==> src/rtl/bcode_uart_tx_pkg.sv <==
// Shared types and defaults for the IRIG-B byte-stream UART transmitter.
package bcode_uart_pkg;

  typedef enum logic [1:0] {
    IDLE  = 2'd0,
    START = 2'd1,
    DATA  = 2'd2,
    STOP  = 2'd3
  } tx_state_t;

  // Clock cycles per UART bit; the fractional part is truncated.
  function automatic int calc_bit_cyc(input int clk_freq, input int baud);
    return clk_freq / baud;
  endfunction

  localparam int DEF_CLK_FREQ   = 125_000_000;
  localparam int DEF_BAUD       = 115_200;
  localparam int DEF_BIT_CYC    = calc_bit_cyc(DEF_CLK_FREQ, DEF_BAUD);
  localparam int DEF_FIFO_DEPTH = 16;

endpackage

==> src/rtl/bcode_uart_tx_if.sv <==
// Byte-stream input from the IRIG-B parser plus the serial-side status outputs.
interface bcode_uart_tx_if;
  logic [7:0] ip_data;
  logic       ip_flag;
  logic       uart_tx;
  logic       tx_busy;
  logic       fifo_ovf;

  modport master (output ip_data, ip_flag, input uart_tx, tx_busy, fifo_ovf);
  modport slave  (input ip_data, ip_flag, output uart_tx, tx_busy, fifo_ovf);
endinterface

==> src/rtl/bcode_uart_tx_byte_fifo.sv <==
// First-word-fall-through byte FIFO. The caller gates wr_en/rd_en against
// full/empty; a write while full is only issued together with a read.
module byte_fifo
  import bcode_uart_pkg::*;
#(
  parameter int DEPTH = DEF_FIFO_DEPTH
) (
  input  logic       clk,
  input  logic       rst_n,
  input  logic       wr_en,
  input  logic [7:0] wr_data,
  input  logic       rd_en,
  output logic [7:0] rd_data,
  output logic       empty,
  output logic       full
);
  localparam int AW = $clog2(DEPTH);
  localparam int PW = AW + 1;

  logic [7:0]    mem [DEPTH];
  logic [PW-1:0] wr_ptr_reg;
  logic [PW-1:0] rd_ptr_reg;

  // Storage write; contents need no reset because the pointers define validity.
  always_ff @(posedge clk) begin
    if (wr_en) mem[wr_ptr_reg[AW-1:0]] <= wr_data;
  end

  // Pointer update; the extra MSB distinguishes full from empty.
  always_ff @(posedge clk or negedge rst_n) begin
    if (!rst_n) begin
      wr_ptr_reg <= '0;
      rd_ptr_reg <= '0;
    end else begin
      if (wr_en) wr_ptr_reg <= wr_ptr_reg + PW'(1);
      if (rd_en) rd_ptr_reg <= rd_ptr_reg + PW'(1);
    end
  end

  // Head byte is presented combinationally so a pop can latch it directly.
  assign rd_data = mem[rd_ptr_reg[AW-1:0]];
  assign empty   = (wr_ptr_reg == rd_ptr_reg);
  assign full    = (wr_ptr_reg[AW] != rd_ptr_reg[AW]) &&
                   (wr_ptr_reg[AW-1:0] == rd_ptr_reg[AW-1:0]);
endmodule

==> src/rtl/bcode_uart_tx.sv <==
// Buffers parsed IRIG-B time bytes and sends them as 8N1 LSB-first UART frames.
module bcode_uart_tx
  import bcode_uart_pkg::*;
#(
  parameter int CLK_FREQ   = DEF_CLK_FREQ,
  parameter int BAUD       = DEF_BAUD,
  parameter int FIFO_DEPTH = DEF_FIFO_DEPTH
) (
  input logic             clk,
  input logic             rst_n,
  bcode_uart_tx_if.slave  bus
);
  localparam int BIT_CYC = calc_bit_cyc(CLK_FREQ, BAUD);
  localparam int CW      = $clog2(BIT_CYC + 1);
  localparam logic [CW-1:0] BAUD_LAST = CW'(BIT_CYC - 1);

  tx_state_t     state_reg, state_next;
  logic [CW-1:0] baud_cnt_reg, baud_cnt_next;
  logic [2:0]    bit_idx_reg, bit_idx_next;
  logic [7:0]    shift_reg, shift_next;
  logic          tx_reg, tx_next;
  logic          busy_reg, busy_next;
  logic          ovf_reg, ovf_next;

  logic       push, pop, baud_last;
  logic [7:0] fifo_rd_data;
  logic       fifo_empty, fifo_full;

  // A push at full is still accepted when the same cycle pops a slot free.
  assign push      = bus.ip_flag && (!fifo_full || pop);
  assign baud_last = (baud_cnt_reg == BAUD_LAST);

  byte_fifo #(.DEPTH(FIFO_DEPTH)) u_fifo (
    .clk     (clk),
    .rst_n   (rst_n),
    .wr_en   (push),
    .wr_data (bus.ip_data),
    .rd_en   (pop),
    .rd_data (fifo_rd_data),
    .empty   (fifo_empty),
    .full    (fifo_full)
  );

  // Next-state, counters and the registered line level for the next cycle.
  always_comb begin
    state_next    = state_reg;
    baud_cnt_next = baud_cnt_reg;
    bit_idx_next  = bit_idx_reg;
    shift_next    = shift_reg;
    pop           = 1'b0;
    case (state_reg)
      IDLE: begin
        if (!fifo_empty) begin
          pop           = 1'b1;
          shift_next    = fifo_rd_data;
          baud_cnt_next = '0;
          state_next    = START;
        end
      end
      START: begin
        if (baud_last) begin
          baud_cnt_next = '0;
          bit_idx_next  = '0;
          state_next    = DATA;
        end else begin
          baud_cnt_next = baud_cnt_reg + CW'(1);
        end
      end
      DATA: begin
        if (baud_last) begin
          baud_cnt_next = '0;
          shift_next    = {1'b0, shift_reg[7:1]};
          if (bit_idx_reg == 3'd7) state_next = STOP;
          else bit_idx_next = bit_idx_reg + 3'd1;
        end else begin
          baud_cnt_next = baud_cnt_reg + CW'(1);
        end
      end
      STOP: begin
        if (baud_last) begin
          baud_cnt_next = '0;
          if (!fifo_empty) begin
            // Back-to-back frame: no idle bit between stop and next start.
            pop        = 1'b1;
            shift_next = fifo_rd_data;
            state_next = START;
          end else begin
            state_next = IDLE;
          end
        end else begin
          baud_cnt_next = baud_cnt_reg + CW'(1);
        end
      end
      default: state_next = IDLE;
    endcase
    // Outputs are computed from the next state so they are registered, not decoded.
    tx_next   = (state_next == START) ? 1'b0 :
                (state_next == DATA)  ? shift_next[0] : 1'b1;
    busy_next = (state_next != IDLE);
    ovf_next  = ovf_reg | (bus.ip_flag & fifo_full & ~pop);
  end

  // State and datapath registers; reset aborts any frame and idles the line.
  always_ff @(posedge clk or negedge rst_n) begin
    if (!rst_n) begin
      state_reg    <= IDLE;
      baud_cnt_reg <= '0;
      bit_idx_reg  <= '0;
      shift_reg    <= '0;
      tx_reg       <= 1'b1;
      busy_reg     <= 1'b0;
      ovf_reg      <= 1'b0;
    end else begin
      state_reg    <= state_next;
      baud_cnt_reg <= baud_cnt_next;
      bit_idx_reg  <= bit_idx_next;
      shift_reg    <= shift_next;
      tx_reg       <= tx_next;
      busy_reg     <= busy_next;
      ovf_reg      <= ovf_next;
    end
  end

  assign bus.uart_tx  = tx_reg;
  assign bus.tx_busy  = busy_reg;
  assign bus.fifo_ovf = ovf_reg;
endmodule

==> src/flat_wrapper.sv <==
// flat-port wrapper written by rule: the top's interface ports become plain ports
module bcode_uart_tx_flat import bcode_uart_pkg::*;
#(
  parameter int CLK_FREQ   = DEF_CLK_FREQ,
  parameter int BAUD       = DEF_BAUD,
  parameter int FIFO_DEPTH = DEF_FIFO_DEPTH
)
  (clk, rst_n, bus_ip_data, bus_ip_flag, bus_uart_tx, bus_tx_busy, bus_fifo_ovf);
  bcode_uart_tx_if bus_i ();
  input logic clk;
  input logic rst_n;
  input wire logic [$bits(bus_i.ip_data)-1:0] bus_ip_data;
  input wire logic [$bits(bus_i.ip_flag)-1:0] bus_ip_flag;
  output wire logic [$bits(bus_i.uart_tx)-1:0] bus_uart_tx;
  output wire logic [$bits(bus_i.tx_busy)-1:0] bus_tx_busy;
  output wire logic [$bits(bus_i.fifo_ovf)-1:0] bus_fifo_ovf;
  assign bus_i.ip_data = bus_ip_data;
  assign bus_i.ip_flag = bus_ip_flag;
  assign bus_uart_tx = bus_i.uart_tx;
  assign bus_tx_busy = bus_i.tx_busy;
  assign bus_fifo_ovf = bus_i.fifo_ovf;
  bcode_uart_tx #(.CLK_FREQ(CLK_FREQ), .BAUD(BAUD), .FIFO_DEPTH(FIFO_DEPTH)) u_core (.clk(clk), .rst_n(rst_n), .bus(bus_i));
endmodule
==> config.mk <==
export PLATFORM = sky130hd
export DESIGN_NAME = bcode_uart_tx_flat
export DESIGN_NICKNAME = d
export VERILOG_FILES = /design/src/rtl/bcode_uart_tx_pkg.sv /design/src/rtl/bcode_uart_tx_if.sv /design/src/rtl/bcode_uart_tx_byte_fifo.sv /design/src/rtl/bcode_uart_tx.sv /design/src/flat_wrapper.sv
export SDC_FILE = /design/constraint.sdc
export NUM_CORES = 1
export LEC_CHECK = 0
export ABC_AREA = 1
export CAP_MARGIN = 20
export CORE_MARGIN = 1.5
export CORE_UTILIZATION = 50
export DETAILED_ROUTE_END_ITERATION = 6
export PLACE_DENSITY = 0.66
export SLEW_MARGIN = 20
export SYNTH_ARGS = -nofsm -noshare
export SYNTH_HDL_FRONTEND = slang
export SYNTH_SLANG_ARGS = --single-unit
==> constraint.sdc <==
create_clock -name clk -period 4.8 [get_ports clk]
set_input_delay 1.44 -clock clk [delete_from_list [all_inputs] [get_ports clk]]
set_output_delay 1.44 -clock clk [all_outputs]
set_load 0.03 [all_outputs]
### After elaboration in Yosys (flattened, before gate mapping)

Memory sizes are Yosys's and may differ from the RTL's.
Cells that the tools add are included.

* reduce and logical (&&, ||, !) cells: 11
* bitwise operators: 4
* equality and inequality tests: 15
* muxes and demuxes: 25
* $add $sub $neg: 4

Operators with widths (number)
* $mux W8: 3
* $pmux W8 S3: 1
* $mux W11: 2
* $pmux W11 S2: 1
* $add A11 B1 Y11 const B: 1
* $eq A11 B11 Y1 const B: 1
* $add A5 B1 Y5 const B: 2
* $mux W2: 5
* $mux W3: 3
* $pmux W2 S4: 1
* $mux W1: 7
* $eq A2 B2 Y1 const B: 3
* $ne A2 B1 Y1 const B: 3
* $pmux W3 S2: 1
* $eq A5 B5 Y1: 1
* $eq A2 B1 Y1 const B: 2
* $eq A4 B4 Y1: 1
* $ne A2 B2 Y1 const B: 2
* $reduce_and A4 Y1: 1
* $reduce_bool A2 Y1: 2
* $add A3 B1 Y3 const B: 1
* $eq A3 B3 Y1 const B: 1
* $reduce_and A3 Y1: 1
* $reduce_bool A3 Y1: 1
* 10 further kinds: 12

* flip-flop bits (word level): 37
* memories: 1
* output and inout port bits: 3
* bits in writable memories: 128
* logic and storage cells: 70

Memories
* u_core.u_fifo.mem: depth 16, bits a word 8, read ports 1, clocked after memory_dff 0, write ports 1, line bcode_uart_tx_byte_fifo.sv:20 `logic [7:0] mem [DEPTH];`

### Longest topological paths before layout

* word-level depth: 8
* depth in mapped cells: 15
* mapped depth without buffers: 15

### Hierarchy

From an unflattened synthesis, not the netlist that was laid out.

* cells, all modules: 850
* area total of the unflattened synthesis: 7876.3 um^2

Modules (own cells, without submodules)
* byte_fifo: sequential area each 4093.9 um^2, instances 1, cells each 618, area an instance 6199.7 um^2
* bcode_uart_tx: sequential area each 676.9 um^2, instances 1, cells each 232, area an instance 1676.6 um^2

### Worst setup path after synthesis

No wires, ideal clock.

* path kind: register -> register
* start point: reg u_core.baud_cnt_reg[0]
* end point: mem u_core.u_fifo.mem[12][0], enable pin
* library setup time: 0.370 ns
* buffers on the path: 0
* clock period less this slack: 2.444 ns
* stages on the path, launching flop included: 15
* arrival: 2.074 ns
* data required time: 4.430 ns
* slack: 2.356 ns
* cells stage by stage: dfrtp_1 > inv_1 > ha_1 > inv_1 > nor2_1 > nand3_4 > nand2_4 > nand2_4 > nor2_4 > nand2_4 > nand2_4 > nand2_4 > clkinv_4 > nand2_4 > nor2_1

* longest elaborated chain between the ends: 7

Ends and longest elaborated chain
* start: declaration: line bcode_uart_tx.sv:18 `logic [CW-1:0] baud_cnt_reg, baud_cnt_next;`
* start signal: assignment: line bcode_uart_tx.sv:115 `baud_cnt_reg <= baud_cnt_next;`
* $eq A11 B11 Y1: line bcode_uart_tx.sv:31 `assign baud_last = (baud_cnt_reg == BAUD_LAST);`
* $mux W1: line bcode_uart_tx.sv:80 `if (baud_last) begin`
* $pmux W1 S2: line bcode_uart_tx.sv:51 `case (state_reg)`
* $logic_or A1 B1 Y1: line bcode_uart_tx.sv:30 `assign push = bus.ip_flag && (!fifo_full || pop);`
* $logic_and A1 B1 Y1: line bcode_uart_tx.sv:30
* $mux W1: line bcode_uart_tx_byte_fifo.sv:26 `if (wr_en) mem[wr_ptr_reg[AW-1:0]] <= wr_data;`
* $mux W1 (implied by the code): line bcode_uart_tx_byte_fifo.sv:26
* end: declaration: line bcode_uart_tx_byte_fifo.sv:20

No other way between the ends.

### Worst setup path in the final report

* start point: reg u_core.u_fifo.rd_ptr_reg[1]
* end point: mem u_core.u_fifo.mem[3][7], enable pin

* longest elaborated chain between the ends: 8
* elaborated cells on any way between the ends: 11

Ends and longest elaborated chain
* start: declaration: line bcode_uart_tx_byte_fifo.sv:22 `logic [PW-1:0] rd_ptr_reg;`
* start signal: assignment: line bcode_uart_tx_byte_fifo.sv:36 `if (rd_en) rd_ptr_reg <= rd_ptr_reg + PW'(1);`
* $eq A5 B5 Y1: line bcode_uart_tx_byte_fifo.sv:42 `assign empty = (wr_ptr_reg == rd_ptr_reg);`
* $mux W1: line bcode_uart_tx.sv:53, bcode_uart_tx.sv:82
* $mux W1: line bcode_uart_tx.sv:80
* $pmux W1 S2: line bcode_uart_tx.sv:51
* $logic_or A1 B1 Y1 (*): line bcode_uart_tx.sv:30
* $logic_and A1 B1 Y1 (*): line bcode_uart_tx.sv:30
* $mux W1 (*): line bcode_uart_tx_byte_fifo.sv:26
* $mux W1 (implied by the code) (*): line bcode_uart_tx_byte_fifo.sv:26

Mark *: on every way between the ends. The rest lies on a longest branch, timed or not.

==> metrics.cfg <==
[final_layout]
nets = 749
drive_gt1_share_pct = 8.68
area_delta_synth_final_pct = 11.6
largest_reg_flops = 128
utilization_pct = 57.1
regArea_um2 = 4770
multi_input_area_um2 = 2340
diodes = 0
nFillCells = 1196

[clocking]
clockRootBuffer = clkbuf_16
cts.sinks = 165
cts_hold_buf = 0
clkTransAtPathRegs_ns = 0.07
cts_buffers = 17
h-tree-depth = 4
cts_tree = built
clk_path_buf_depth = 2
cts_setup_buffers = 0
clkLatencyLatePin_ns = 0.43
cts.repair.resized = 0

[timing]
rsz0062_at_grt = no
period_needed_ns = 3.08
finalClockSkew_ns = 0.00774
setup_tns_ns = 0
final_max_slew_viol_count = 0
setup_viol = 0
slew-limit-headroom_pct = 42.2
min_period_over_period_pct = 64.2
fmax_mhz = 324
whs_ns = 0.483
hold_viol_final = 0
worstMarginPinSlew_ns = 0.864

[critical_path]
critical-path-top-delay-family = simple AND/OR/NAND/NOR gates
crit_slowest_cell = nor2_1
cp_common_cell = nand2_4
critical_path_class = reg -> reg
cp_max_fo = 52
cp_cell_sequence = buf_4 > inv_2 > nand2_1 > nand2_1 > nor2_2 > nand3_2 > inv_2 > nor2_4 > nand2_4 > nand2_4 > nand2_4 > clkinv_4 > nand2_4 > nor2_1
slowest_delay_ns = 0.54
cp-end-kind = flip-flop
critPathRequiredTime_ns = 4.86
cp_num_buf_inv = 4
crit_arrival_ns = 3.15
start_kind = flip-flop

[drt]
dr.first_iter.drc_count = 428
routedWlPerCell_um = 18.2
ant_nets = 0
vias_per_cell = 5.59
wl_um = 16800
first_pass_iters = 5
drc = 0
vias = 5148

[floorplanning]
die_w_um = 125
rows = 44
fp.dieH_um = 125
ios = 14
die-area_um2 = 15600
core_area_um2 = 14500
initial_core_util_pct = 51.1

[power_and_ir_drop]
p_leak_nw = 3.21
power_mw = 3.46
power.density_nw_per_um2 = 418
max-vdd-ir-drop_mv = 0.308

[synth]
synth_top_area_share_pct = 51.7
synth_common_cells = 146 x nand2_1, 128 x edfxtp_1, 120 x nor2_1
synthCells = 714
synth.distinct_cells = 35
syn_area_um2 = 7430
seq_area_frac_synth_pct = 64.2
synth_area_leader_cell = edfxtp_1
async_flop_share_pct = 22.4
synth.most_common_cell = nand2_1
synth_fp_nets = 739
synth.area.top_cells = edfxtp_1 52%, dfrtp_1 12%, nand2_1 7.4%
synth_ff_type = edfxtp_1
synth_edf_count = 128
ys_warn_count = 0
ys_seq_elements = 165
avgSynthCellArea_um2 = 10.4

[grt]
track_usage_pct = 22.3
grt_antenna_before_repair = 0
overflow = 0
grt_pass1_vias = 4870
grt_pass1_wl_um = 26700
grt_max_degree = 67

[outcome]
status = complete, no violations

[placed_design]
gp_congestion = 0.880
port_buffers = 13
dp_hpwl_um = 11000

[job]
maxCapViolCount = 0

[hold_path]
hp-class = reg -> reg

## cells by family after synthesis
logic type                 synth area share (%)
xor gates and xnor gates                   1.18
AOI/OAI and AO/OA                          9.29
adders and majority gates                  2.36
buffers and inverters                      4.36
DFF                                        64.2
and+or+nand+nor                            18.6
## power by group
group / internal (mW) / total [mW] / switching (mW)
clock: 0.741 / 1.35 / 0.605
sequential: 1.67 / 1.73 / 0.0552
combinational: 0.108 / 0.391 / 0.283
total: 2.52 / 3.46 / 0.943
## area by class of cell
cell class / instances / area share, %
multi-input cells: 469 / 28.2
inverters: 55 / 2.55
flip-flops and latches: 165 / 57.5
clock buffers: 18 / 5.17
repair buffers: 16 / 1.78
clock inverters: 14 / 2.01
well taps: 184 / 2.78
## worst paths after layout
| path | from | end | slack [ns] | depth (start not counted) |
|---|---|---|---|---|
| max | u_core.u_fifo.rd_ptr_reg[1] | u_core.u_fifo.mem[3][7] | 1.72 | 14 |
| min | u_core.bus.fifo_ovf | u_core.bus.fifo_ovf | 0.48 | 1 |
| max reg2reg | u_core.u_fifo.rd_ptr_reg[1] | u_core.u_fifo.mem[3][7] | 1.72 | 14 |
| min reg2reg | u_core.bus.fifo_ovf | u_core.bus.fifo_ovf | 0.48 | 1 |
| max in group asynchronous | rst_n | u_core.u_fifo.rd_ptr_reg[0] | 3.13 | 1 |
| min in group asynchronous | rst_n | u_core.baud_cnt_reg[4] | 1.10 | 1 |
## cells in the final DEF, fill, tap and decap left out, types with 2 or more instances in the layout
master / Yosys / final
inv_2: 6 / 6
nor2_4: 2 / 2
inv_8: 0 / 4
inv_1: 48 / 47
nor2_2: 3 / 3
xor2_1: 7 / 7
o32ai_1: 2 / 2
inv_6: 0 / 2
nor2_1: 120 / 120
buf_4: 2 / 3
nand2_2: 3 / 3
clkdlybuf4s50_1: 0 / 12
xnor2_1: 3 / 3
ha_1: 14 / 14
o22ai_1: 16 / 16
nor4_1: 2 / 2
a21oi_1: 9 / 9
nand4_1: 4 / 4
clkinvlp_4: 0 / 2
nand2_4: 9 / 9
dfrtp_1: 36 / 35
o21ai_0: 71 / 71
nor3_1: 4 / 4
o211ai_1: 13 / 13
clkinv_8: 0 / 2
clkinv_4: 1 / 4
a22o_1: 2 / 2
nand3_1: 28 / 28
o21ai_1: 5 / 5
clkbuf_16: 0 / 17
edfxtp_1: 128 / 128
nand2_1: 146 / 146
## per-layer routing
layer | track usage [%] | routed length [um] | share of wire [%]
met1 | 30.1 | 7410 | 44
met2 | 35.7 | 7940 | 47
met3 | 5.35 | 976 | 5.8
met4 | 8.02 | 434 | 2.6
met5 | 0 | 0 | 0
## metrics by stage
step	cell area, um^2	std cells	setup WS (ns)
final	8300	921	1.72
after global routing	8300	921	1.52
after CTS	8300	921	1.71
after detailed placement	7700	889	1.53
after global placement	7700	889	1.63
after floorplan	7430	714	2.36
(Power assumes the default switching activity.)
